<file path="config.mk">
export PLATFORM = sky130hd
export DESIGN_NAME = cpu_ctrl_seq
export DESIGN_NICKNAME = d
export VERILOG_FILES = /design/src/rtl/cpu_ctrl_pkg.sv /design/src/rtl/cpu_wait_timer.sv /design/src/rtl/cpu_ctrl_seq.sv
export SDC_FILE = /design/constraint.sdc
export NUM_CORES = 1
export LEC_CHECK = 0
export ABC_AREA = 1
export CAP_MARGIN = 15
export CORE_MARGIN = 10
export CORE_UTILIZATION = 40
export CTS_BUF_LIST = sky130_fd_sc_hd__clkbuf_4
export DETAILED_ROUTE_END_ITERATION = 7
export PLACE_DENSITY_LB_ADDON = 0.12
export SLEW_MARGIN = 20
export SYNTH_ARGS = -nofsm -noshare
export SYNTH_HDL_FRONTEND = slang
export SYNTH_SLANG_ARGS = --single-unit
</file>
<file path="constraint.sdc">
create_clock -name clk -period 1.65 [get_ports clk]
set_input_delay 0.33 -clock clk [delete_from_list [all_inputs] [get_ports clk]]
set_output_delay 0.33 -clock clk [all_outputs]
set_load 0.005 [all_outputs]
</file>
<file path="src/rtl/cpu_ctrl_pkg.sv">
// cpu_ctrl_pkg: state encoding, decoder line indices and accumulator source codes for cpu_ctrl_seq
//   S_STEP exists only when CPU_CTRL_SINGLE_STEP_EN is defined.
package cpu_ctrl_pkg;
  typedef enum logic [3:0] {
    S_IDLE,
    S_FETCH,
    S_DECODE,
    S_EXEC,
    S_IMM,
    S_IO_IN,
    S_IO_OUT,
    S_HALT,
`ifdef CPU_CTRL_SINGLE_STEP_EN
    S_FAULT,
    S_STEP
`else
    S_FAULT
`endif
  } state_t;
  localparam int D_MOVA = 0;
  localparam int D_MOVB = 1;
  localparam int D_MOVC = 2;
  localparam int D_MOVD = 3;
  localparam int D_ADD  = 4;
  localparam int D_SUB  = 5;
  localparam int D_JMP  = 6;
  localparam int D_JG   = 7;
  localparam int D_IN1  = 8;
  localparam int D_OUT1 = 9;
  localparam int D_MOVI = 10;
  localparam int D_HALT = 11;
  localparam logic [1:0] ACC_ALU = 2'd0;
  localparam logic [1:0] ACC_IN  = 2'd1;
  localparam logic [1:0] ACC_IMM = 2'd2;
  function automatic logic is_onehot(input logic [11:0] v);
    return v != '0 && (v & (v - 12'd1)) == '0;
  endfunction
endpackage

</file>
<file path="src/rtl/cpu_wait_timer.sv">
// cpu_wait_timer: memory wait-state counter with timeout flag
//   clk, rst_n (async active-low), clr (sync clear), en (count a wait cycle),
//   expired (this wait cycle is the MAX-th one)
module cpu_wait_timer #(
  parameter int MAX = 15
) (
  input  logic clk,
  input  logic rst_n,
  input  logic clr,
  input  logic en,
  output logic expired
);
  logic [7:0] cnt;
  always_ff @(posedge clk or negedge rst_n)
    if (!rst_n) cnt <= '0;
    else if (clr) cnt <= '0;
    else if (en) cnt <= cnt + 8'd1;
  assign expired = en && cnt == 8'(MAX - 1);
endmodule

</file>
<file path="src/rtl/cpu_ctrl_seq.sv">
// cpu_ctrl_seq: multi-cycle fetch/decode/execute sequencer for the 4-bit-opcode CPU
//   in : clk, rst_n (async active-low), start, mem_ack, dec_vec[11:0], gt_flag, in_valid, out_ready
//        step (only with CPU_CTRL_SINGLE_STEP_EN)
//   out: mem_rd, ir_ld, imm_ld, pc_inc, pc_ld, dec_en, reg_we, reg_sel[1:0], acc_ld, alu_sub,
//        acc_src[1:0], in_ready, out_valid, halted, fault, illegal, insn_cnt[CNT_W-1:0]
//   CPU_CTRL_SINGLE_STEP_EN: park in STEP after each retire until step=1.
module cpu_ctrl_seq
  import cpu_ctrl_pkg::*;
#(
  parameter int MEM_WAIT_MAX = 15,
  parameter int CNT_W        = 16
) (
  input  logic             clk,
  input  logic             rst_n,
  input  logic             start,
  input  logic             mem_ack,
  input  logic [11:0]      dec_vec,
  input  logic             gt_flag,
  input  logic             in_valid,
  input  logic             out_ready,
`ifdef CPU_CTRL_SINGLE_STEP_EN
  input  logic             step,
`endif
  output logic             mem_rd,
  output logic             ir_ld,
  output logic             imm_ld,
  output logic             pc_inc,
  output logic             pc_ld,
  output logic             dec_en,
  output logic             reg_we,
  output logic [1:0]       reg_sel,
  output logic             acc_ld,
  output logic             alu_sub,
  output logic [1:0]       acc_src,
  output logic             in_ready,
  output logic             out_valid,
  output logic             halted,
  output logic             fault,
  output logic             illegal,
  output logic [CNT_W-1:0] insn_cnt
);
`ifdef CPU_CTRL_SINGLE_STEP_EN
  localparam state_t RET_ST = S_STEP;
`else
  localparam state_t RET_ST = S_FETCH;
`endif
  state_t state, nxt;
  logic [11:0] dec_q, op;
  logic retire, expired, wait_en;
  assign wait_en = (state == S_FETCH || state == S_IMM) && !mem_ack;
  cpu_wait_timer #(.MAX(MEM_WAIT_MAX)) u_timer (
    .clk    (clk),
    .rst_n  (rst_n),
    .clr    (nxt != state),
    .en     (wait_en),
    .expired(expired)
  );
  // zero or multi-hot decode collapses to a NOP with no strobes
  assign op = is_onehot(dec_q) ? dec_q : '0;
  always_ff @(posedge clk or negedge rst_n)
    if (!rst_n) begin
      state    <= S_IDLE;
      dec_q    <= '0;
      insn_cnt <= '0;
    end else begin
      state <= nxt;
      if (state == S_DECODE) dec_q <= dec_vec;
      if (retire) insn_cnt <= insn_cnt + CNT_W'(1);
    end
  always_comb begin
    nxt       = state;
    retire    = 1'b0;
    mem_rd    = 1'b0;
    ir_ld     = 1'b0;
    imm_ld    = 1'b0;
    pc_inc    = 1'b0;
    pc_ld     = 1'b0;
    dec_en    = 1'b0;
    reg_we    = 1'b0;
    reg_sel   = 2'd0;
    acc_ld    = 1'b0;
    alu_sub   = 1'b0;
    acc_src   = ACC_ALU;
    in_ready  = 1'b0;
    out_valid = 1'b0;
    halted    = 1'b0;
    fault     = 1'b0;
    illegal   = 1'b0;
    unique case (state)
      S_IDLE: nxt = start ? S_FETCH : S_IDLE;
      S_FETCH: begin
        mem_rd = 1'b1;
        ir_ld  = mem_ack;
        pc_inc = mem_ack;
        nxt    = mem_ack ? S_DECODE : expired ? S_FAULT : S_FETCH;
      end
      S_DECODE: begin
        dec_en = 1'b1;
        nxt    = S_EXEC;
      end
      S_EXEC: begin
        illegal = !is_onehot(dec_q);
        reg_we  = |op[D_MOVD:D_MOVA];
        reg_sel = {op[D_MOVC] | op[D_MOVD], op[D_MOVB] | op[D_MOVD]};
        acc_ld  = op[D_ADD] | op[D_SUB];
        alu_sub = op[D_SUB];
        pc_ld   = op[D_JMP] | (op[D_JG] & gt_flag);
        retire  = !(op[D_IN1] | op[D_OUT1] | op[D_MOVI]);
        nxt     = op[D_IN1] ? S_IO_IN : op[D_OUT1] ? S_IO_OUT : op[D_MOVI] ? S_IMM :
                  op[D_HALT] ? S_HALT : RET_ST;
      end
      S_IMM: begin
        mem_rd  = 1'b1;
        imm_ld  = mem_ack;
        pc_inc  = mem_ack;
        acc_ld  = mem_ack;
        acc_src = mem_ack ? ACC_IMM : ACC_ALU;
        retire  = mem_ack;
        nxt     = mem_ack ? RET_ST : expired ? S_FAULT : S_IMM;
      end
      S_IO_IN: begin
        in_ready = 1'b1;
        acc_ld   = in_valid;
        acc_src  = in_valid ? ACC_IN : ACC_ALU;
        retire   = in_valid;
        nxt      = in_valid ? RET_ST : S_IO_IN;
      end
      S_IO_OUT: begin
        out_valid = 1'b1;
        retire    = out_ready;
        nxt       = out_ready ? RET_ST : S_IO_OUT;
      end
      S_HALT: halted = 1'b1;
      S_FAULT: fault = 1'b1;
`ifdef CPU_CTRL_SINGLE_STEP_EN
      S_STEP: nxt = step ? S_FETCH : S_STEP;
`endif
      default: nxt = S_IDLE;
    endcase
  end
endmodule

</file>
* Word-level counts from Yosys, hierarchy flattened
Index checks and enable logic that the tools add are counted.
** Storage, ports and cells
- Flip-flop bits (word level) :: 40
- Input port bits :: 19
- Output and inout bits :: 34
- Logic and storage cells :: 73
** Cells by class
- $add $sub $neg :: 3
- Eq/ne operators :: 10
- Muxes and demuxes :: 34
- Bitwise logic cells :: 8
- Reduce and logical (&&, ||, !) cells :: 14
** Operator list (number)
- one-hot mux 4 bit (8 select lines) :: 1
- two-way mux 3 bit :: 6
- adder 16 x 1 -> 16 bit (second input constant) :: 1
- equality test 4 x 3 -> 1 bit (second input constant) :: 4
- two-way mux 4 bit :: 4
- two-way mux 8 bit :: 2
- two-way mux 1 bit :: 15
- bitwise AND 12 bit :: 1
- zero test 12 bit :: 1
- two-way mux 12 bit :: 1
- nonzero test 12 bit :: 1
- subtractor 12 x 1 -> 12 bit (second input constant) :: 1
- adder 8 x 1 -> 8 bit (second input constant) :: 1
- equality test 4 x 2 -> 1 bit (second input constant) :: 2
- equality test 8 x 4 -> 1 bit (second input constant) :: 1
- OR 1 bit :: 6
- equality test 4 x 1 -> 1 bit (second input constant) :: 1
- equality test 4 bit (second input constant) :: 1
- zero test 4 bit :: 1
- two-way mux 2 bit :: 2
- inequality test 4 bit :: 1
- one-hot mux 1 bit (4 select lines) :: 1
- one-hot mux 2 bit (2 select lines) :: 1
- OR reduction 2 bit :: 2
- other kinds (7) :: 11

* Logic depth before layout (Yosys ltp)
- Depth in word-level cells :: 12
- Mapped depth :: 15
- Gate-level depth less buffers :: 15

* Cells and area by module
Synthesis repeated with hierarchy kept, for this count alone.
** Unflattened totals
- Cell total of the unflattened synthesis :: 338
- Area, all modules :: 2463.6 um^2
** By module, submodules not included
- cpu_ctrl_seq :: times used 1, cells an instance 277, area an instance 1994.4 um^2, sequential area each 800.8 um^2
- cpu_wait_timer :: times used 1, cells an instance 61, area an instance 469.2 um^2, sequential area each 200.2 um^2

* Least setup slack after synthesis
Ideal clock, no wire load.
- Path kind :: register -> output
- Start point :: reg dec_q[1]
- End point :: out acc_ld
- Arrival time :: 1.382 ns
- Data required time :: 1.320 ns
- Path slack :: -0.062 ns
- Stages on the path, launching flop included :: 10
- Buffers on the path :: 0
- Cell sequence :: dfrtp_1 -> nor2_4 -> nand2_2 -> nor2_1 -> nand2_1 -> nand2_1 -> nand2_1 -> nor2_2 -> nand3_1 -> o21bai_1
** On the way
- Word-level cells in the longest chain between the ends :: 7
- Elaborated cells between the ends (all ways) :: 8
- Those cells by class :: add/sub (1); mux (2); bitwise (2); reduce/logical (3)
** RTL lines
- from (decl) :: RTL line cpu_ctrl_seq.sv:48 : logic [11:0] dec_q, op;
- from (signal assigned) :: RTL line cpu_ctrl_seq.sv:67 : if (state == S_DECODE) dec_q <= dec_vec;
- subtractor 12 x 1 -> 12 bit :: RTL line cpu_ctrl_pkg.sv:36 : return v != '0 && (v & (v - 12'd1)) == '0;
- bitwise AND 12 bit :: RTL line cpu_ctrl_pkg.sv:36
- zero test 12 bit :: RTL line cpu_ctrl_pkg.sv:36
- logical AND 1 bit * :: RTL line cpu_ctrl_pkg.sv:36
- two-way mux 12 bit * :: RTL line cpu_ctrl_seq.sv:59 : assign op = is_onehot(dec_q) ? dec_q : '0;
- OR 1 bit * :: RTL line cpu_ctrl_seq.sv:105 : acc_ld = op[D_ADD] | op[D_SUB];
- one-hot mux 1 bit (3 select lines) * :: RTL line cpu_ctrl_seq.sv:89 : unique case (state)
- to (decl) :: RTL line cpu_ctrl_seq.sv:32 : output logic acc_ld,
Mark *: on every way between the ends. The rest lies on a longest branch, timed or not.

* Worst setup path in the final report
- Start point :: reg dec_q[0]
- End point :: out acc_ld
Same word-level chain as after synthesis.

==> summary.txt <==
Run status
  – Status: finished, violations left
  – Violated checks: setup timing

Pwr
  – Max VDD drop: 1140 uV
  – P per Cell Area: 1430 mW/mm^2
  – Total power: 6.08 mW
  – Pleak: 2.09 nW

Drt
  – Via-per-instance ratio: 4.70
  – Vias after detailed routing: 2,632
  – Post-detailed-route DRC marker count: 0
  – Post-DRT Antenna Nets: 0
  – Drt first pass iters: 4
  – WL per Instance: 13.6 um
  – Iter 0 DRT Violations: 63
  – DRT Wirelength: 7.62 mm

Place
  – I/O Buffers: 52
  – DP HPWL: 5.05 mm
  – Inst Count DP: 514
  – Dpl ws: -584 ps
  – Area after DPL: 0.00359 sq mm
  – Final Wtd Congestion: 0.937

Critical path
  – Startpoint types: flip-flop
  – Critical path arrival: 1920 ps
  – Slowest stage delay, CP: 430 ps
  – Crit Path Class: flip-flop to output port
  – Crit-path max FO: 6
  – Most used cell along the critical path: nand2_1
  – Element type at the critical path end: output port
  – Crit path cell chain: nor2_4 -> nand2_2 -> nand2_1 -> nand2_1 -> nor2_1 -> nand2_1 -> nor2_4 -> buf_6 -> nand3_4 -> o21bai_1 -> buf_2
  – CP max stage cell: dfrtp_1
  – Req. time, crit path: 1320 ps

Clock tree
  – H-tree depth: 2
  – Root Driver: clkbuf_4
  – CTS buffer count: 5
  – Clk buf depth: 2
  – Clock sink count: 40
  – Reg clk slew, reported paths: 130 ps
  – CTS tree: built
  – Clk_lat worst skew: 350 ps

Logic synthesis
  – Synth Register Bits: 40
  – Synth Net Count: 349
  – Leading area contributor after synthesis: dfrtp_1
  – Syn Inst Count: 327
  – Sequential-to-total area share from yosys stat: 40.3%
  – Yosys warning total: 0
  – Synthesized area per cell: 7.60 sq um
  – Top cells by area, synth: dfrtp_1 40%, nand2_1 14%, xor2_1 6.0%
  – Top-area cell type share of the netlist area: 40.3%
  – Synthesized area: 0.00248 sq mm
  – Yosys cell types: 29

Global routing
  – Vias in the first global route: 2,687
  – Initial antenna violation count: 0
  – Total grt overflow: 0
  – Gr usage total: 15.2%
  – First-pass GRT wire length: 12.5 mm
  – Largest net degree at the start of global routing: 41

Cells and area
  – N_diodes: 0
  – Design area: 0.00424 sq mm
  – Final Util: 70.7%
  – Fin cells: 560
  – Layout cells sized above 1: 43.7%
  – P&R area growth vs syn: 70.4%
  – Final #Nets: 506

Timing
  – Fin crit share: 137%
  – Period minus WS final: 2250 ps
  – Clk_skew: 14.9 ps
  – Worst relative slew slack: 69.4%
  – Sum Neg Setup Slack: -15,690 ps
  – WHS: 458 ps
  – Slew Limit Fails: 0
  – Final setup fails: 45
  – Peak Freq: 0.444 GHz
  – RSZ-0062 raised after global routing: yes
  – Final Hold Viols: 0
  – Final WS setup: -602 ps
  – Worst slew pin tran: 457 ps

Floorplanning
  – Die height: 98.8 um
  – Die Wd: 98.8 um
  – DIE AREA: 0.00976 sq mm
  – # IOs: 53
  – Initial core utilization: 41.5%
  – Row count: 28
  – Core ar.: 0.00599 sq mm

Min path
  – Hold Crit Class: input port to async pin

Run
  – # Max-Cap Violations: 0
synthesized netlist by cell type, drive strengths merged:
cell type / instances
o31ai: 1
xnor2: 3
a21oi: 11
nor4: 1
nor3: 13
dfrtp: 40
buf: 1
nand2: 103
xor2: 17
o21ai: 19
ha: 3
inv: 37
clkbuf: 1
nor2: 49
nand4: 5
nand3b: 2
o21bai: 2
nand3: 19
what timing repair did:
item                                    CTS  global route
buffers inserted                         30            12
pin swaps                                39            18
hold buffers                              1             0
endpoints found under the setup margin   52            52
resized for setup                       159            30
endpoints found under the hold margin    40             0
critical path, delay by kind of cell (launching register included):
kind | cells | cell delay [ps]
flops | 1 | 430
simple gates | 8 | 780
buf+inv | 2 | 240
compound gates | 1 | 140
worst paths after layout:
kind                                   from  slack [ps]  depth (start not counted)        endpoint
worst max-delay path               dec_q[0]        -600                         11          acc_ld
min in group clk                 dec_vec[7]         510                          3        dec_q[7]
worst min-delay path                  rst_n         460                          3        state[3]
worst max register to register     dec_q[0]        -490                         13  u_timer.cnt[5]
worst min register to register  insn_cnt[7]         550                          2     insn_cnt[7]
max in group asynchronous             rst_n         940                          3     insn_cnt[0]
cells by family (layout without fill, tap and decap cells):
kind of cell               after synthesis  count (layout)  synth area share [%]
adders and majority gates                3               3                  1.51
xor gates and xnor gates                20              20                  7.05
and+or+nand+nor                        192             192                  37.7
AOI/OAI and AO/OA                       33              33                  7.55
buffers and inverters                   39             197                  5.94
DFF                                     40              40                  40.3
cells in the final DEF (no fill, tap or decap), types with 7 or more instances in the layout:
| master | synthesis | routed |
|---|---|---|
| nand3_1 | 16 | 10 |
| inv_1 | 32 | 23 |
| inv_2 | 5 | 11 |
| o21ai_1 | 8 | 8 |
| nor2_1 | 38 | 31 |
| xor2_1 | 17 | 17 |
| nor3_2 | 9 | 7 |
| dfrtp_1 | 40 | 35 |
| nand2_4 | 3 | 11 |
| nand2_2 | 8 | 8 |
| o21ai_0 | 11 | 7 |
| buf_2 | 1 | 11 |
| buf_4 | 0 | 72 |
| nand2_1 | 92 | 83 |
| buf_6 | 0 | 34 |
| clkdlybuf4s50_1 | 0 | 27 |
| nor2_4 | 3 | 12 |
layout make-up:
class                      count  area (sq um)
clock inverter                 2          11.3
inverter                      37           146
multi-input combinational    248          1590
tap                           75          93.8
sequential                    40          1010
timing repair buffer         152          1340
clock buffer                   6          45.0
fill                         496          1760
flip-flops by register name (all words and copies together), names as in the netlist:
signal and flops:
insn_cnt 16, dec_q 12, state 4, u_timer.cnt 8
metal layers:
| metal | track usage, % | vias to the layer above | part of all wire, % |
|---|---|---|---|
| li1 | - | 1358 | - |
| met1 | 18.0 | 1230 | 43 |
| met2 | 26.3 | 36 | 52 |
| met3 | 3.98 | 8 | 3.9 |
| met4 | 3.97 | 0 | 1.1 |
| met5 | 0 | - | 0 |
report_power, final:
part           leakage [nW]  internal [mW]  switching [mW]  total (mW)
Sequential            0.510           1.28           0.274        1.55
Combinational          1.55           2.01            2.00        4.01
Clock                0.0293          0.179           0.337       0.516
Total                  2.09           3.46            2.61        6.08
(Power assumes the default switching activity.)
